## config.mk

```make
export PLATFORM = sky130hd
export DESIGN_NAME = pkt_tx_gen
export DESIGN_NICKNAME = d
export VERILOG_FILES = /design/src/rtl/pkt_tx_gen.sv
export SDC_FILE = /design/constraint.sdc
export NUM_CORES = 1
export LEC_CHECK = 0
export ABC_AREA = 1
export BUFFER_PORTS_ARGS = -buffer_cell sky130_fd_sc_hd__buf_2
export CAP_MARGIN = 25
export CORE_ASPECT_RATIO = 0.6
export CORE_MARGIN = 2
export CORE_UTILIZATION = 42
export DETAILED_ROUTE_END_ITERATION = 6
export SLEW_MARGIN = 20
export SYNTH_ARGS = -nofsm -noshare
export SYNTH_HDL_FRONTEND = slang
export SYNTH_SLANG_ARGS = --single-unit
```

## constraint.sdc

```tcl
create_clock -name clk_156m25 -period 3.6 [get_ports clk_156m25]
set_clock_uncertainty 0.2 [all_clocks]
set_input_delay 0.36 -clock clk_156m25 [delete_from_list [all_inputs] [get_ports clk_156m25]]
set_output_delay 0.36 -clock clk_156m25 [all_outputs]
set_load 0.01 [all_outputs]
```

## src/rtl/pkt_tx_gen.sv

```systemverilog
// pkt_tx_gen: burst frame source for the MAC pkt_tx interface with a deterministic byte pattern,
// pkt_tx_full backpressure and a programmable inter-frame gap.
module pkt_tx_gen #(
  parameter int MIN_LEN = 8,
  parameter int LEN_W   = 14,
  parameter int CNT_W   = 16,
  parameter int GAP_W   = 8
) (
  input  logic             clk_156m25,
  input  logic             reset_156m25_n,
  input  logic             cfg_start,
  input  logic             cfg_stop,
  input  logic [LEN_W-1:0] cfg_len,
  input  logic [CNT_W-1:0] cfg_num_frames,
  input  logic [GAP_W-1:0] cfg_gap,
  input  logic             pkt_tx_full,
  output logic [63:0]      pkt_tx_data,
  output logic             pkt_tx_val,
  output logic             pkt_tx_sop,
  output logic             pkt_tx_eop,
  output logic [2:0]       pkt_tx_mod,
  output logic             busy,
  output logic             done,
  output logic [CNT_W-1:0] frames_sent
);
  localparam int WW = LEN_W - 3;
  typedef enum logic [1:0] {IDLE, SEND, GAP} state_t;
  state_t state_q, state_d;
  logic [LEN_W-1:0] len_q, len_d, len_c, eff_len;
  logic [CNT_W-1:0] num_q, num_d, eff_num, fs_q, fs_d, eff_f;
  logic [GAP_W-1:0] gap_q, gap_d, eff_gap, gcnt_q, gcnt_d;
  logic [WW-1:0] w_q, w_d;
  logic [63:0] data_q, data_d, word;
  logic [2:0] mod_q, mod_d;
  logic stop_q, stop_d, busy_q, busy_d, done_q, done_d;
  logic val_q, val_d, sop_q, sop_d, eop_q, eop_d;
  logic idle, start, issue, last, stop_now, remain;
  // On the accepting edge the live cfg_* values drive the first word directly
  assign idle     = state_q == IDLE;
  assign start    = idle && cfg_start && !busy_q;
  assign len_c    = (cfg_len < LEN_W'(MIN_LEN)) ? LEN_W'(MIN_LEN) : cfg_len;
  assign eff_len  = start ? len_c : len_q;
  assign eff_num  = start ? cfg_num_frames : num_q;
  assign eff_gap  = start ? cfg_gap : gap_q;
  assign eff_f    = start ? '0 : fs_q;
  assign issue    = (start || state_q == SEND) && !pkt_tx_full;
  assign last     = ({1'b0, w_q, 3'b000} + (LEN_W+1)'(8)) >= {1'b0, eff_len};
  assign stop_now = !idle && (stop_q || cfg_stop);
  assign remain   = eff_num == '0 || eff_f + CNT_W'(1) != eff_num;
  always_comb begin
    word = '0;
    for (int j = 0; j < 8; j++)
      word[63-8*j -: 8] = ({w_q, 3'(j)} < eff_len) ? eff_f[7:0] + {w_q[4:0], 3'(j)} : 8'h00;
  end
  always_comb begin
    state_d = state_q;
    len_d   = len_q;
    num_d   = num_q;
    gap_d   = gap_q;
    gcnt_d  = gcnt_q;
    w_d     = issue ? (last ? '0 : w_q + WW'(1)) : w_q;
    fs_d    = eff_f + CNT_W'(issue && last);
    data_d  = issue ? word : data_q;
    mod_d   = (issue && last) ? eff_len[2:0] : 3'd0;
    val_d   = issue;
    sop_d   = issue && w_q == '0;
    eop_d   = issue && last;
    busy_d  = start || !idle;
    done_d  = idle && busy_q;
    if (start) begin
      len_d   = len_c;
      num_d   = cfg_num_frames;
      gap_d   = cfg_gap;
      state_d = SEND;
    end
    if (issue && last) begin
      state_d = (!remain || stop_now) ? IDLE : (eff_gap == '0) ? SEND : GAP;
      gcnt_d  = eff_gap;
    end
    if (state_q == GAP) begin
      state_d = stop_now ? IDLE : (gcnt_q == GAP_W'(1)) ? SEND : GAP;
      gcnt_d  = gcnt_q - GAP_W'(1);
    end
    stop_d = state_d != IDLE && stop_now;
  end
  always_ff @(posedge clk_156m25) begin
    if (!reset_156m25_n) begin
      state_q <= IDLE;
      len_q   <= '0;
      num_q   <= '0;
      gap_q   <= '0;
      gcnt_q  <= '0;
      fs_q    <= '0;
      w_q     <= '0;
      data_q  <= '0;
      mod_q   <= '0;
      stop_q  <= 1'b0;
      busy_q  <= 1'b0;
      done_q  <= 1'b0;
      val_q   <= 1'b0;
      sop_q   <= 1'b0;
      eop_q   <= 1'b0;
    end else begin
      state_q <= state_d;
      len_q   <= len_d;
      num_q   <= num_d;
      gap_q   <= gap_d;
      gcnt_q  <= gcnt_d;
      fs_q    <= fs_d;
      w_q     <= w_d;
      data_q  <= data_d;
      mod_q   <= mod_d;
      stop_q  <= stop_d;
      busy_q  <= busy_d;
      done_q  <= done_d;
      val_q   <= val_d;
      sop_q   <= sop_d;
      eop_q   <= eop_d;
    end
  end
  assign pkt_tx_data = data_q;
  assign pkt_tx_val  = val_q;
  assign pkt_tx_sop  = sop_q;
  assign pkt_tx_eop  = eop_q;
  assign pkt_tx_mod  = mod_q;
  assign busy        = busy_q;
  assign done        = done_q;
  assign frames_sent = fs_q;
endmodule

```

**Word-level counts from Yosys, hierarchy flattened**

Cells that the tools add are included.
Widths: inputs -> output; s select.

- $lt $le $gt $ge: 10
- Equality and inequality tests: 4
- Mux-type cells: 23
- Add/sub/neg operators: 13
- Reductions and logical operators: 24

Operator list:

| operator | count |
|---|---|
| $lt 14x14->1 | 8 |
| $mux 8 | 11 |
| $add 8x8->8 | 8 |
| $mux 16 | 2 |
| $mux 14 | 2 |
| $add 16x1->16 | 1 |
| $add 16x1->16 const B | 1 |
| $logic_not 16->1 | 1 |
| $ne 16x16->1 | 1 |
| $add 14x4->15 const B | 1 |
| $ge 15x14->1 | 1 |
| $lt 14x4->1 const B | 1 |
| $mux 2 | 7 |
| $add 11x1->11 const B | 1 |
| $logic_not 11->1 | 1 |
| $mux 11 | 1 |
| $eq 8x1->1 const B | 1 |
| $logic_and 1x1->1 | 8 |
| $logic_not 8->1 | 1 |
| $sub 8x1->8 const B | 1 |
| $logic_or 1x1->1 | 5 |
| $logic_not 1->1 | 4 |
| $reduce_bool 2->1 | 2 |
| $eq 2x1->1 const B | 1 |
| other kinds (3) | 3 |

- Input bits: 43
- Logic and storage cells: 89
- Output and inout port bits: 88
- Register bits: 148

**Logic depth before layout (Yosys ltp)**

Gate-level depths: netlist (run 1).

- Word-level depth: 14
- Depth in mapped cells: 28
- Depth with buffers taken out: 28

**Least setup slack after synthesis (run 1)**

OpenSTA, ideal clock, no wires.

- Path kind: input to register
- From: input port cfg_start
- To: register fs_q[12], in the netlist frames_sent[12]
- Data required time: 3279 ps
- Buffers on the path: 4
- Slack: -36 ps
- Cell stages on the path: 28
- Arrival: 3315 ps
- Setup time: 121 ps
- Cells stage by stage: inv_1 -> nor2_4 -> nand2_4 -> buf_8 -> buf_6 -> buf_6 -> buf_8 -> mux2i_1 -> ha_1 -> nand2_1 -> nor2_1 -> nand3_1 -> nand3_1 -> nand2_1 -> nand2_1 -> nand2_2 -> inv_1 -> ha_1 -> ha_1 -> nand2_1 -> nor2_1 -> inv_1 -> nor2_1 -> inv_1 -> nor2_1 -> nand2_1 -> o21ai_0 -> a21oi_1

- Cells in the longest elaborated chain, start to end: 6

RTL lines:

| what | RTL line | RTL |
|---|---|---|
| from (decl) | 11 | `input logic cfg_start,` |
| $logic_and 1x1->1 * (2 in a row) | 40 | `assign start = idle && cfg_start && !busy_q;` |
| $mux 14 / $logic_or 1x1->1 (equally long branches) | n/a |  |
| $ge 15x14->1 / $logic_and 1x1->1 (equally long branches) | 47, 46 |  |
| $logic_and 1x1->1 * | n/a |  |
| net eop_d | 36 | `logic val_q, val_d, sop_q, sop_d, eop_q, eop_d;` |
| $add 16x1->16 * | 62 | `fs_d = eff_f + CNT_W'(issue && last);` |
| to (signal assigned) | 109 | `fs_q <= fs_d;` |
| to (decl) | 30 | `logic [CNT_W-1:0] num_q, num_d, eff_num, fs_q, fs_d, eff_f;` |

The timed path passes the listed nets; every way through them passes the cells marked *.
A chain may end at the register's enable or synchronous reset.

**Worst setup path after layout (run 1)**

- From: register w_q[1]
- To: register fs_q[10], in the netlist frames_sent[10]

- Cells in the longest elaborated chain, start to end: 4

RTL lines:

| what | RTL line | RTL |
|---|---|---|
| from (decl) | 32 | `logic [WW-1:0] w_q, w_d;` |
| from (signal assigned) | 110 | `w_q <= w_d;` |
| $add 14x4->15 | 47 | `assign last = ({1'b0, w_q, 3'b000} + (LEN_W+1)'(8)) >= {1'b0, eff_len};` |
| $ge 15x14->1 | 47 |  |
| $logic_and 1x1->1 | n/a |  |
| net eop_d | 36 |  |
| $add 16x1->16 | 62 |  |

The timed path passes the listed nets, and every way through them passes these cells.

==> metrics.md, run 1 <==
| Metric | Value |
|---|---|
| Status | `complete, no violations` |
| Post-synth top area cell | `dfxtp_1` |
| Dpl ws | `-206 ps` |
| Critical path launch point type | `register` |
| Worst vdd ir | `0.000358 V` |
| Reg clk slew, reported paths | `70 ps` |
| Hold Crit Class | `in -> reg` |
| Fmax | `287 MHz` |
| Synth cell types | `52` |
| Drt first pass iters | `6` |
| Most common cell after layout, fill and taps aside | `nand2_1` |
| Element type at the critical path end | `register` |
| Ports | `131` |
| Fillers | `1962` |
| Remaining DRCs | `0` |
| Critical path origin | `w_q[1]$_SDFFE_PN0P_` |
| Initial Util | `43.3%` |
| DP HPWL | `20900 um` |
| ANT nets after route | `0` |
| Total GRT Usage | `27.0%` |
| Top cell type's share of synthesized area | `35.5%` |
| Ant diodes | `0` |
| Most frequent cells in the layout | `nand2_1, inv_1, dfxtp_1` |
| Nets | `1517` |
| Wirelength per Cell | `16.0 um` |
| Synthesized area per cell | `6.69 um^2` |
| Initial antenna violation count | `0` |
| Mapped Cells | `1249` |
| Via Count | `8720` |
| Drt first-iter violations | `817` |
| CP Class | `reg -> reg` |
| Worst slew pin tran | `743 ps` |
| DIE HEIGHT | `113 um` |
| RSZ-0062 raised after global routing | `yes` |
| Mapped Area | `8350 um^2` |
| Die extent in x | `186 um` |
| Post-synth EDFFs | `0` |
| Arr. time, crit path | `3610 ps` |
| CP Max Fanout | `3` |
| Full die area | `21100 um^2` |
| Largest net degree at the start of global routing | `51` |
| Synth area leaders | `dfxtp_1, nand2_1, inv_1` |
| Vias in the first global route | `8060` |
| Clk_lat worst skew | `440 ps` |
| Final period util | `96.9%` |
| Yosys reg bits | `148` |
| Core Area | `19300 um^2` |
| Clk root buf | `clkbuf_16` |
| Post-Synthesis Net Count | `1325` |
| CTS max path bufs | `2` |
| Setup violators final | `0` |
| Final Critical Period | `3490 ps` |
| Clock Sinks | `148` |
| Final Non-Filler Cells | `1720` |
| Final global-route overflow total | `0` |
| Final worst-path setup slack | `110 ps` |
| Min Hold Slack | `15.4 ps` |
| Vias per cell | `5.07` |
| Rel. slew slack | `49.9%` |
| Max-cap check violation count | `0` |
| Layout cell share with drive strength beyond 1 | `22.0%` |
| Synth Flop Type | `dfxtp_1` |
| Cells after DPL | `1680` |
| Fin. Hold Viols | `0` |
| Slew Viols, Final | `0` |
| CTS Buf Count | `17` |
| YS warnings | `0` |
| First-pass GRT wire length | `43500 um` |
| Number of port buffers | `130` |
| Leak | `0.00516 uW` |
| Sequential share of the synthesized area | `35.5%` |
| Routed wire length | `27600 um` |
| GPL Wtd Cong | `0.954` |
| Post-synth ARST share | `0%` |
| Area grow syn2layout | `26.1%` |
| # rows | `39` |
| CTS tree | `yes` |
| CTS H-tree lvls | `4` |
| Setup TNS | `0 ps` |
| CP required | `3720 ps` |
| Pwr/cell area | `440 nW/um^2` |
| Reg-to-Reg Start | `w_q[1]$_SDFFE_PN0P_` |
| Worst min-delay path startpoint | `cfg_gap[5]` |
## worst paths after layout
path | endpoint | slack, ps | cells after the start
worst min-delay path | gap_q[5]$_SDFF_PN0_ | 20 | 3
worst min register to register | pkt_tx_data[39]$_SDFFE_PN0P_ | 250 | 2
worst max-delay path | frames_sent[10]$_SDFF_PN0_ | 110 | 27
worst max register to register | frames_sent[10]$_SDFF_PN0_ | 110 | 27
## state kept, by name, summed over array words and instances (netlist names), 2 cells and up
| signal | flops |
|---|---|
| len_q | 14 |
| frames_sent | 16 |
| state_q | 2 |
| num_q | 16 |
| gap_q | 8 |
| pkt_tx_mod | 3 |
| w_q | 11 |
| gcnt_q | 8 |
| pkt_tx_data | 64 |
## per-layer routing
metal / track usage [%] / vias up / part of all wire [%]
li1: - / 4414 / -
met1: 41.7 / 3950 / 51
met2: 36.9 / 338 / 39
met3: 7.50 / 18 / 9.3
met4: 4.88 / 0 / 0.67
met5: 0 / - / 0
## repair_timing
item | in CTS | in global routing
pin swaps | 8 | 18
setup buffers | 3 | 4
gates resized for setup | 17 | 31
hold buffers | 1 | 0
endpoints found under the hold margin | 1 | 0
endpoints found under the setup margin | 6 | 24
## logic make-up after synthesis
family | Yosys count | share of synthesized area, %
and+or+nand+nor | 618 | 30.7
AOI/OAI and AO/OA | 218 | 15.3
buffers and inverters | 204 | 10.3
DFF | 148 | 35.5
adders and majority gates | 33 | 5.12
xor gates and xnor gates | 21 | 2.20
muxes | 7 | 0.839
## power breakdown
group	leakage (uW)	total [uW]	switching (uW)	internal, uW
logic	0.00368	1050	690	364
clock network	0.000276	1800	739	1060
registers	0.00120	1780	46.1	1730
## cell usage after synthesis, types with 7 or more instances
master	n
nand4_1	10
nor2_1	140
clkbuf_1	22
nor3_1	13
ha_1	31
nand2_1	355
mux2i_1	7
o41ai_1	10
dfxtp_1	148
o21ai_1	10
o31ai_1	17
o21ai_0	87
xor2_1	19
a31oi_1	8
inv_2	8
inv_1	156
nand3_1	66
a21oi_1	64
## worst max-delay path, stage by stage (launching register included)
cell     delay [ps]
dfxtp_2         360
ha_4            150
nand2_4          60
nor2_4          120
nand2_2          80
nor2_4          100
nand2_2          80
o31ai_2         210
o21ai_1         110
inv_1           120
ha_4            170
nand3_4         100
nor3_4          180
nand2_1          80
nand2_2         100
nand2_2          70
inv_2            80
ha_4            140
ha_4            130
nand2_2          50
nor2_1          100
inv_1            70
nor2_2          120
inv_2            70
nor2_4          100
nand2_1          80
o21ai_1         110
a21oi_1          50
## per-stage QoR
stage / util (%) / total power, uW / instance area [um^2]
3_5_place_dp: 50.3 / 2820 / 9690
3_3_place_gp: 50.3 / 2820 / 9690
6_report: 54.6 / 4630 / 10500
4_1_cts: 53.8 / 4620 / 10400
5_1_grt: 54.6 / 4870 / 10500
2_1_floorplan: - / 2490 / 8350
## cell type report
cell class | count | area [um^2] | area share, %
clock buffers | 21 | 460 | 4.37
multi-input cells | 897 | 4730 | 44.9
clock inverters | 11 | 126 | 1.20
repair buffers | 212 | 1290 | 12.3
flip-flops and latches | 148 | 2970 | 28.2
inverters | 165 | 619 | 5.88
well taps | 266 | 333 | 3.16
No activity file was read; power rests on OpenSTA's default activity.
==> run 2: changes to the inputs <==
--- a/config.mk
+++ b/config.mk
@@ -11,6 +11,7 @@
 export CORE_ASPECT_RATIO = 0.6
 export CORE_MARGIN = 2
 export CORE_UTILIZATION = 42
+export CTS_BUF_LIST = sky130_fd_sc_hd__clkbuf_2 sky130_fd_sc_hd__clkbuf_4 sky130_fd_sc_hd__clkbuf_8
 export DETAILED_ROUTE_END_ITERATION = 6
 export SLEW_MARGIN = 20
 export SYNTH_ARGS = -nofsm -noshare
==> run 2 against run 1 <==
  * Global-route usage is 0.21 points lower
  * Combinational power hardly changed
  * Largest cell class unchanged
  * Worst hold slack worse by 1.9 ps
==> metrics.md, run 2 (synthesized netlist as in run 1, its figures left out) <==
| Metric | Value |
|---|---|
| Status | `complete, no violations` |
| CP required | `3750 ps` |
| Cells after DPL | `1680` |
| Fmax | `288 MHz` |
| Switching pwr | `1410 uW` |
| Area grow syn2layout | `24.0%` |
| Slew Viols, Final | `0` |
| CTS Buf Count | `17` |
| Nets | `1520` |
| Number of port buffers | `130` |
| GRT met3 Usage | `6.28%` |
| CTS tree | `yes` |
| Full die area | `21100 um^2` |
| Hold Crit Class | `in -> reg` |
| Critical path origin | `w_q[1]$_SDFFE_PN0P_` |
| Critical path launch point type | `register` |
| Final period util | `96.4%` |
| Arr. time, crit path | `3620 ps` |
| Final global-route overflow total | `0` |
| Via Count | `8705` |
| Final worst-path setup slack | `128 ps` |
| GRT met1 Usage | `41.9%` |
| Reg clk slew, reported paths | `100 ps` |
| Flop2flop setup slack | `130 ps` |
| Sw Ratio | `33.8%` |
| Drt first pass iters | `5` |
| Final Non-Filler Cells | `1723` |
| Setup TNS | `0 ps` |
| Routed wire length | `27200 um` |
| Worst reg2reg endpoint | `frames_sent[14]$_SDFF_PN0_` |
| DIE HEIGHT | `113 um` |
| Largest net degree at the start of global routing | `51` |
| Layout cell share with drive strength beyond 1 | `21.7%` |
| Most frequent cells in the layout | `nand2_1, inv_1, dfxtp_1` |
| Total GRT Usage | `26.8%` |
| Dpl ws | `-206 ps` |
| # rows | `39` |
| Leak | `0.00509 uW` |
| Wirelength per Cell | `15.8 um` |
| Core Util, Final | `53.7%` |
| Drt first-iter violations | `916` |
| Initial Util | `43.3%` |
| Clk network pwr share | `32.3%` |
| Ant diodes | `0` |
| Combinational share of power | `25.2%` |
| DP HPWL | `20900 um` |
| CP Class | `reg -> reg` |
| Element type at the critical path end | `register` |
| Rel. slew slack | `53.0%` |
| Reg-to-Reg Start | `w_q[1]$_SDFFE_PN0P_` |
| Int Power | `2770 uW` |
| R2r worst-path depth | `25` |
| Worst vdd ir | `0.000238 V` |
| M2 GR Usage | `36.7%` |
| Setup violators final | `0` |
| CTS max path bufs | `2` |
| Vias per cell | `5.05` |
| Reg power frac | `42.5%` |
| CTS H-tree lvls | `4` |
| Largest register FFs | `64` |
| GPL Wtd Cong | `0.954` |
| Final Critical Period | `3470 ps` |
| Max-cap check violation count | `0` |
| Fin. Hold Viols | `0` |
| Clock Sinks | `148` |
| Ports | `131` |
| Most common cell after layout, fill and taps aside | `nand2_1` |
| Top Usage Layer GRT | `met1` |
| First-pass GRT wire length | `43200 um` |
| ANT nets after route | `0` |
| Crit path to | `frames_sent[14]$_SDFF_PN0_` |
| Worst slew pin tran | `697 ps` |
| Remaining DRCs | `0` |
| Clk root buf | `clkbuf_8` |
| Core Area | `19300 um^2` |
| Vias in the first global route | `8000` |
| Clk_lat worst skew | `480 ps` |
| RSZ-0062 raised after global routing | `yes` |
| Initial antenna violation count | `0` |
| Die extent in x | `186 um` |
| Pwr/cell area | `403 nW/um^2` |
| CP Max Fanout | `3` |
run 2: final cells by class:
cell class	count	area, um^2
clock inverter	11	126
clock buffer	21	277
timing repair buffer	215	1330
multi-input combinational	897	4710
fill	1992	8920
tap	266	333
inverter	165	619
sequential	148	2970
run 2: worst min-delay path by stage:
stage                     slack, ps                            to  depth (start not counted)                          from
after CTS                         1          num_q[10]$_SDFF_PN0_                          3            cfg_num_frames[10]
after global routing             30          num_q[15]$_SDFF_PN0_                          3            cfg_num_frames[15]
after global placement          240  pkt_tx_data[31]$_SDFFE_PN0P_                          2  pkt_tx_data[31]$_SDFFE_PN0P_
final                            10          num_q[10]$_SDFF_PN0_                          3            cfg_num_frames[10]
after detailed placement        240  pkt_tx_data[58]$_SDFFE_PN0P_                          2  pkt_tx_data[58]$_SDFFE_PN0P_
after floorplan                 250           gap_q[4]$_SDFF_PN0_                          2           gap_q[4]$_SDFF_PN0_
run 2: worst max-delay path: stages (launching register included):
cell and delay, ps:
dfxtp_2 360, ha_4 150, nand2_4 60, nor2_4 120
nand2_2 80, nor2_4 100, nand2_2 80, o31ai_2 210
o21ai_1 120, inv_1 110, ha_4 220, a21oi_1 140
nand3_1 130, a21oi_2 140, nand2_2 100, nand2_2 80
inv_2 50, ha_4 160, ha_4 160, nand2_2 60
nor2_1 40, inv_1 90, nor2_2 50, buf_4 130
a31oi_1 130, nor3_1 70
run 2: repair_timing:
item                                    CTS  global route
pin swaps                                 8            18
resized for setup                        18            26
setup buffers                             2             3
endpoints found under the hold margin     6             0
hold buffers                              6             0
endpoints found under the setup margin    6            22
run 2: metal layers:
layer  wire length (um)  up-vias
li1                   -     4415
met1              14000     3956
met2              10600      311
met3               2390       23
met4                223        0
met5                  0        -
run 2: power by group through the flow:
stage / combinational, uW / clock, uW / sequential, uW
floorplan: 665 / 0 / 1820
global placement: 1010 / 0 / 1810
detailed placement: 1010 / 0 / 1810
CTS: 1020 / 1370 / 1780
global route: 1180 / 1450 / 1790
finish: 1050 / 1350 / 1780
run 2: metrics by stage:
step	area, um^2	total power [uW]	hold slack [ps]
2_1_floorplan	8350	2490	251
3_3_place_gp	9690	2820	239
3_5_place_dp	9690	2820	238
4_1_cts	10200	4160	0.950
5_1_grt	10400	4410	26.5
6_report	10400	4180	13.5
